### src/rtl/spi_slave_register_bank.sv
// SPI slave with an internal register file and a local access port.
// Frame: rw bit (1 = read), ADDRESS_WIDTH address bits, then DATA_WIDTH-bit
// words MSB first with address auto-increment. All four CPOL/CPHA modes.
// Optional feature macro: SPI_SLAVE_FRAME_ERROR_COUNT_EN (frame error counter).
`timescale 1ns/1ps
module spi_slave_register_bank #(
  parameter int DATA_WIDTH    = 16,
  parameter int ADDRESS_WIDTH = 15,
  parameter int MEMORY_DEPTH  = 16
) (
  input  logic                            clock,
  input  logic                            reset_n,
  input  logic                            serial_clock,
  input  logic                            chip_select,
  input  logic                            serial_in,
  input  logic                            clock_polarity,
  input  logic                            clock_phase,
  output logic                            serial_out,
  output logic                            busy,
  output logic                            write_valid,
  output logic [ADDRESS_WIDTH-1:0]        write_address,
  output logic [DATA_WIDTH-1:0]           write_data,
  input  logic                            local_write_enable,
  input  logic                            local_read_enable,
  input  logic [$clog2(MEMORY_DEPTH)-1:0] local_address,
  input  logic [DATA_WIDTH-1:0]           local_data,
  output logic [DATA_WIDTH-1:0]           local_read_data,
  output logic                            local_collision,
  output logic [15:0]                     frame_error_count
);

  localparam int IDX_W    = $clog2(MEMORY_DEPTH);
  localparam int MAX_BITS = (ADDRESS_WIDTH + 1 > DATA_WIDTH) ? ADDRESS_WIDTH + 1 : DATA_WIDTH;
  localparam int CNT_W    = $clog2(MAX_BITS);
  localparam logic [CNT_W-1:0] HDR_LAST  = CNT_W'(ADDRESS_WIDTH);
  localparam logic [CNT_W-1:0] DATA_LAST = CNT_W'(DATA_WIDTH - 1);

  typedef enum logic [1:0] {IDLE, HEADER, DATA} state_t;

  state_t state, next_state;

  logic sck_meta, sck_s, sck_prev;
  logic cs_meta, cs_s;
  logic mosi_meta, mosi_s;
  logic sck_rise, sck_fall, sample_edge, shift_edge, mode_odd;

  logic [CNT_W-1:0]         bit_cnt;
  logic [ADDRESS_WIDTH-1:0] hdr;
  logic [ADDRESS_WIDTH-1:0] addr, addr_full, addr_next;
  logic                     rw;
  logic [DATA_WIDTH-2:0]    rx_word;
  logic [DATA_WIDTH-1:0]    tx_reg;
  logic [DATA_WIDTH-1:0]    mem [MEMORY_DEPTH];

  // Two-flop synchronisers; chip select idles deasserted so reset release
  // never looks like the start of a frame.
  always_ff @(posedge clock or negedge reset_n) begin
    if (!reset_n) begin
      sck_meta  <= 1'b0;
      sck_s     <= 1'b0;
      sck_prev  <= 1'b0;
      cs_meta   <= 1'b1;
      cs_s      <= 1'b1;
      mosi_meta <= 1'b0;
      mosi_s    <= 1'b0;
    end else begin
      sck_meta  <= serial_clock;
      sck_s     <= sck_meta;
      sck_prev  <= sck_s;
      cs_meta   <= chip_select;
      cs_s      <= cs_meta;
      mosi_meta <= serial_in;
      mosi_s    <= mosi_meta;
    end
  end

  assign sck_rise    = sck_s & ~sck_prev;
  assign sck_fall    = ~sck_s & sck_prev;
  assign mode_odd    = clock_polarity ^ clock_phase;
  assign sample_edge = mode_odd ? sck_fall : sck_rise;
  assign shift_edge  = mode_odd ? sck_rise : sck_fall;

  assign addr_full = {hdr[ADDRESS_WIDTH-2:0], mosi_s};
  assign addr_next = addr + 1'b1;
  assign busy      = (state != IDLE);

  // Frame state register
  always_ff @(posedge clock or negedge reset_n) begin
    if (!reset_n) state <= IDLE;
    else          state <= next_state;
  end

  // Next-state decode; a deasserted select aborts from any state
  always_comb begin
    next_state = state;
    case (state)
      IDLE:    if (!cs_s) next_state = HEADER;
      HEADER: begin
        if (cs_s)                                       next_state = IDLE;
        else if (sample_edge && (bit_cnt == HDR_LAST))  next_state = DATA;
      end
      DATA:    if (cs_s) next_state = IDLE;
      default: next_state = IDLE;
    endcase
  end

  // Shift datapath: header capture, write word assembly, read word shifting
  always_ff @(posedge clock or negedge reset_n) begin
    if (!reset_n) begin
      bit_cnt       <= '0;
      hdr           <= '0;
      addr          <= '0;
      rw            <= 1'b0;
      rx_word       <= '0;
      tx_reg        <= '0;
      serial_out    <= 1'b0;
      write_valid   <= 1'b0;
      write_address <= '0;
      write_data    <= '0;
    end else begin
      write_valid <= 1'b0;
      case (state)
        HEADER: begin
          serial_out <= 1'b0;
          if (!cs_s && sample_edge) begin
            hdr <= addr_full;
            if (bit_cnt == HDR_LAST) begin
              rw      <= hdr[ADDRESS_WIDTH-1];
              addr    <= addr_full;
              bit_cnt <= '0;
              if (hdr[ADDRESS_WIDTH-1]) tx_reg <= mem[addr_full[IDX_W-1:0]];
            end else begin
              bit_cnt <= bit_cnt + 1'b1;
            end
          end
        end
        DATA: begin
          if (cs_s) begin
            serial_out <= 1'b0;
            bit_cnt    <= '0;
          end else begin
            if (rw && shift_edge) begin
              serial_out <= tx_reg[DATA_WIDTH-1];
              tx_reg     <= {tx_reg[DATA_WIDTH-2:0], 1'b0};
            end
            if (sample_edge) begin
              rx_word <= {rx_word[DATA_WIDTH-3:0], mosi_s};
              if (bit_cnt == DATA_LAST) begin
                // Word boundary: reads preload the next word here, ahead of
                // the shift edge that emits its MSB.
                bit_cnt <= '0;
                addr    <= addr_next;
                if (rw) begin
                  tx_reg <= mem[addr_next[IDX_W-1:0]];
                end else begin
                  write_valid   <= 1'b1;
                  write_address <= addr;
                  write_data    <= {rx_word, mosi_s};
                end
              end else begin
                bit_cnt <= bit_cnt + 1'b1;
              end
            end
          end
        end
        default: begin
          serial_out <= 1'b0;
          bit_cnt    <= '0;
        end
      endcase
    end
  end

  // Register file: single write port, SPI commit has priority over local
  always_ff @(posedge clock or negedge reset_n) begin
    if (!reset_n) begin
      for (int unsigned i = 0; i < MEMORY_DEPTH; i++) mem[IDX_W'(i)] <= '0;
      local_read_data <= '0;
      local_collision <= 1'b0;
    end else begin
      if (write_valid)             mem[write_address[IDX_W-1:0]] <= write_data;
      else if (local_write_enable) mem[local_address]            <= local_data;
      local_collision <= write_valid & local_write_enable;
      if (local_read_enable) local_read_data <= mem[local_address];
    end
  end

`ifdef SPI_SLAVE_FRAME_ERROR_COUNT_EN
  logic frame_error;
  assign frame_error = cs_s && ((state == HEADER) || ((state == DATA) && (bit_cnt != '0)));

  // Saturating count of aborted headers and partial data words
  always_ff @(posedge clock or negedge reset_n) begin
    if (!reset_n)                                        frame_error_count <= '0;
    else if (frame_error && (frame_error_count != '1))   frame_error_count <= frame_error_count + 1'b1;
  end
`else
  assign frame_error_count = '0;
`endif

endmodule
### config.mk
export PLATFORM = sky130hd
export DESIGN_NAME = spi_slave_register_bank
export DESIGN_NICKNAME = d
export VERILOG_FILES = /design/src/rtl/spi_slave_register_bank.sv
export SDC_FILE = /design/constraint.sdc
export NUM_CORES = 1
export LEC_CHECK = 0
export BUFFER_PORTS_ARGS = -buffer_cell sky130_fd_sc_hd__buf_4
export CAP_MARGIN = 20
export CORE_ASPECT_RATIO = 1.25
export CORE_MARGIN = 2
export CORE_UTILIZATION = 59
export CTS_BUF_LIST = sky130_fd_sc_hd__clkbuf_4 sky130_fd_sc_hd__clkbuf_8
export DETAILED_ROUTE_END_ITERATION = 6
export PLACE_DENSITY = 0.79
export SLEW_MARGIN = 20
export SYNTH_ARGS = -nofsm -noshare
export SYNTH_HDL_FRONTEND = slang
export SYNTH_SLANG_ARGS = --single-unit
export TNS_END_PERCENT = 5
### constraint.sdc
create_clock -name clock -period 2.3 [get_ports clock]
set_clock_uncertainty 0.05 [all_clocks]
set_input_delay 0.345 -clock clock [delete_from_list [all_inputs] [get_ports clock]]
set_output_delay 0.345 -clock clock [all_outputs]
set_load 0.01 [all_outputs]
==> impl_metrics.py <==
metrics = {
    "outcome": {
        "status": "finished with violations",
        "violations": "design-rule violations, negative setup slack",
    },
    "detailed_routing": {
        "vias": 21300,
        "first_pass_iters": 7,
        "drtAntennaViolNets": 0,
        "drc_errors": 14,
        "wl_per_cell_um": 29.8,
        "avgViaCountPerCell": 7.30,
        "detail_route.wirelength_um": 87200,
        "drt_iter0_markers": 2235,
    },
    "yosys": {
        "yosysSeqAreaShare_pct": 40.1,
        "synth_edf_count": 0,
        "yosysWarnings": 0,
        "synth_top_area_share_pct": 39.8,
        "synth_top_cell_by_area": "dfrtp_1",
        "synth.distinct_cells": 53,
        "synthTopCellsByArea": "dfrtp_1 (40%), mux4_2 (17%), o22a_1 (9.4%)",
        "synthCells": 2253,
        "synthArstFlopShare_pct": 100,
        "synth_top_flop_cell": "dfrtp_1",
        "synth_seq_cells": 381,
        "syn_area_per_cell_um2": 10.6,
        "syn_area_mm2": 0.0238,
    },
    "pwr": {
        "netSwitchingPower_mw": 5.80,
        "clkPwrFrac_pct": 37.2,
        "power.density_mw_per_mm2": 662,
        "p_comb_share_pct": 22.2,
        "ir_worst_vdd_uv": 522,
        "total_power_mw": 18.6,
        "power.internal_mw": 12.8,
        "swShare_pct": 31.2,
        "p_seq_share_pct": 40.6,
        "power_leakage_nw": 11.4,
    },
    "timing": {
        "rsz0062_at_grt": "true",
        "worst_slack_ns": -0.0901,
        "fin_tns_setup_ns": -0.305,
        "finalHoldViolCount": 0,
        "slew_headroom_pct": 35.4,
        "worst_pin_slew_ns": 0.969,
        "slew_violations": 0,
        "fin_crit_sh_pct": 104,
        "period_needed_ns": 2.39,
        "fmaxAchievable_mhz": 418,
        "setup_violations": 7,
    },
    "global_routing": {
        "grt_pass1_wl_um": 132000,
        "grt_usage_pct": 42.1,
        "grt_max_degree": 65,
        "grt_pass1_vias": 21700,
        "antenna_found_initial": 5,
        "grt_overflow": 0,
    },
    "die": {
        "start_util_pct": 59.6,
        "dieWidth_um": 184,
        "io_pins": 96,
        "core-area_mm2": 0.0399,
        "dieArea_mm2": 0.0420,
        "fp-row-count": 82,
        "dieHeight_um": 229,
    },
    "clock_tree": {
        "cts_tree": "done",
        "clk_latency_ns": 0.66,
        "cts_buffer_depth": 3,
        "path_clk_slew_ns": 0.06,
        "cts_max_level": 2,
        "clock-sinks": 381,
        "cts_root_buf": "clkbuf_8",
        "cts_buffers": 61,
    },
    "placed_design": {
        "hpwl_um": 59200,
        "routabilityCongestion": 1.04,
        "dpl_cell_area_mm2": 0.0262,
        "pre_cts_slack_ns": -0.303,
        "portBuffers": 79,
    },
    "worst_setup_path": {
        "startpoint_type": "flip-flop",
        "worstPathCellList": "ha_4, mux4_2, and2_4, a2111oi_4, nor4_2, a221o_1",
        "path_buf_inv": 0,
        "cp.arrival_ns": 2.87,
        "endpoint_kind": "flip-flop",
        "cp_slowest_cell": "dfrtp_4",
        "crit_fanout": 3,
        "rr_worst_depth": 6,
        "path_class": "flip-flop to flip-flop",
        "max_stage_delay_ns": 0.51,
        "timing.rr.end": "tx_reg[15]",
        "crit_family": "compound AO/OA/AOI/OAI gates",
        "required_ns": 2.78,
        "r2r_slack_ns": -0.09,
        "reg2reg_from": "addr[0]",
    },
    "cells_and_area": {
        "drive_above_1_share_pct": 30.4,
        "nNetsFinal": 2400,
        "fill_cells": 2805,
        "largest_register": "mem",
        "fin_area_mm2": 0.0281,
        "largest_reg_flops": 256,
        "area_growth_pct": 18.0,
    },
    "min_path": {
        "hold_path_class": "input pin to flip-flop",
        "hold_start": "local_read_enable",
        "hold_depth": 2,
        "min_to": "local_read_data[9]",
    },
    "run": {
        "maxCapViolations": 0,
    },
}
## cells in the final DEF, fill, tap and decap left out, drive strengths merged, types with 39 or more instances in the layout
cell / Yosys / routed
dfrtp: 379 / 379
nand2: 349 / 349
o21ai: 303 / 303
buf: 87 / 283
o22a: 256 / 256
mux4: 179 / 179
clkbuf: 168 / 97
mux2: 88 / 88
mux2i: 85 / 85
nor2: 45 / 45
nand3: 42 / 42
a211oi: 39 / 39
## cell families after synthesis
kind of cell / count (synthesis) / share of synthesized area (%)
adder cells (fa/ha/maj): 5 / 0.263
multiplexers: 352 / 24.7
XOR/XNOR: 4 / 0.179
flip-flops: 381 / 40.1
AO/OA/AOI/OAI: 687 / 19.6
buffers and inverters: 286 / 5.37
other: 1 / 0.0158
AND/OR/NAND/NOR: 537 / 9.75
## cell usage after synthesis, types with 19 or more instances
master and count:
a211oi_1 39, a21oi_1 36, buf_2 38, buf_4 28, clkbuf_1 168, dfrtp_1 379
inv_1 29, mux2_2 88, mux2i_1 83, mux4_2 179, nand2_1 349, nand2b_1 19
nand3_1 42, nor2_1 44, nor3_1 21, o21ai_0 267, o21ai_1 36, o22a_1 256
## how the worst max path moves through the flow
stage | startpoint | to | cells after the start
6_report | addr[0] | tx_reg[15] | 6
4_1_cts | addr[0] | tx_reg[5] | 7
2_1_floorplan | local_address[0] | local_read_data[0] | 6
5_1_grt | addr[0] | tx_reg[15] | 6
3_3_place_gp | addr[0] | tx_reg[1] | 8
3_5_place_dp | addr[0] | tx_reg[1] | 8
## worst register-to-register path, delay by kind of cell (launching register included)
family | cells | cell delay (ns)
AO/OA/AOI/OAI | 2 | 0.64
adder cells (fa/ha/maj) | 1 | 0.32
flip-flops | 1 | 0.51
multiplexers | 1 | 0.50
AND/OR/NAND/NOR | 2 | 0.25
## area by class of cell
cell class | count | area, um^2 | area share, %
Inverter | 31 | 116 | 0.414
Timing Repair Buffer | 290 | 2970 | 10.6
Multi-Input combinational cell | 1601 | 13300 | 47.5
Sequential cell | 381 | 9550 | 34.0
Clock inverter | 19 | 231 | 0.824
Clock buffer | 97 | 1230 | 4.40
Tap cell | 504 | 631 | 2.25
Antenna cell | 1 | 2.50 | 0.00891
## metrics by stage
step | cells | utilization [%] | hold WS, ns
finish | 2924 | 70.4 | 0.0717
global route | 2924 | 70.4 | 0.0873
CTS | 2913 | 69.8 | 0.0657
detailed placement | 2787 | 65.5 | 0.249
global placement | 2787 | 65.5 | 0.248
floorplan | 2268 | - | -0.000591
## power groups by stage
stage,clock (mW),sequential (mW),combinational [mW]
3_5_place_dp,0,7.64,3.92
3_3_place_gp,0,7.62,3.84
2_1_floorplan,0,7.41,2.36
4_1_cts,6.91,7.52,3.95
6_report,6.91,7.56,4.13
5_1_grt,7.23,7.58,4.32
## per-layer routing
metal	share of wire, %	GRT usage (%)
met3	12	12.0
met2	45	63.8
met1	33	50.6
met4	9.4	33.2
met5	0.061	0
## what timing repair did
action | 4_1_cts | 5_1_grt
gates cloned | 2 | 0
gates resized for setup | 21 | 31
endpoints found under the setup margin | 15 | 29
endpoints found under the hold margin | 102 | 0
pin swaps | 7 | 21
setup buffers | 4 | 11
hold buffers | 5 | 0
Power figures use the tool's default switching activity.
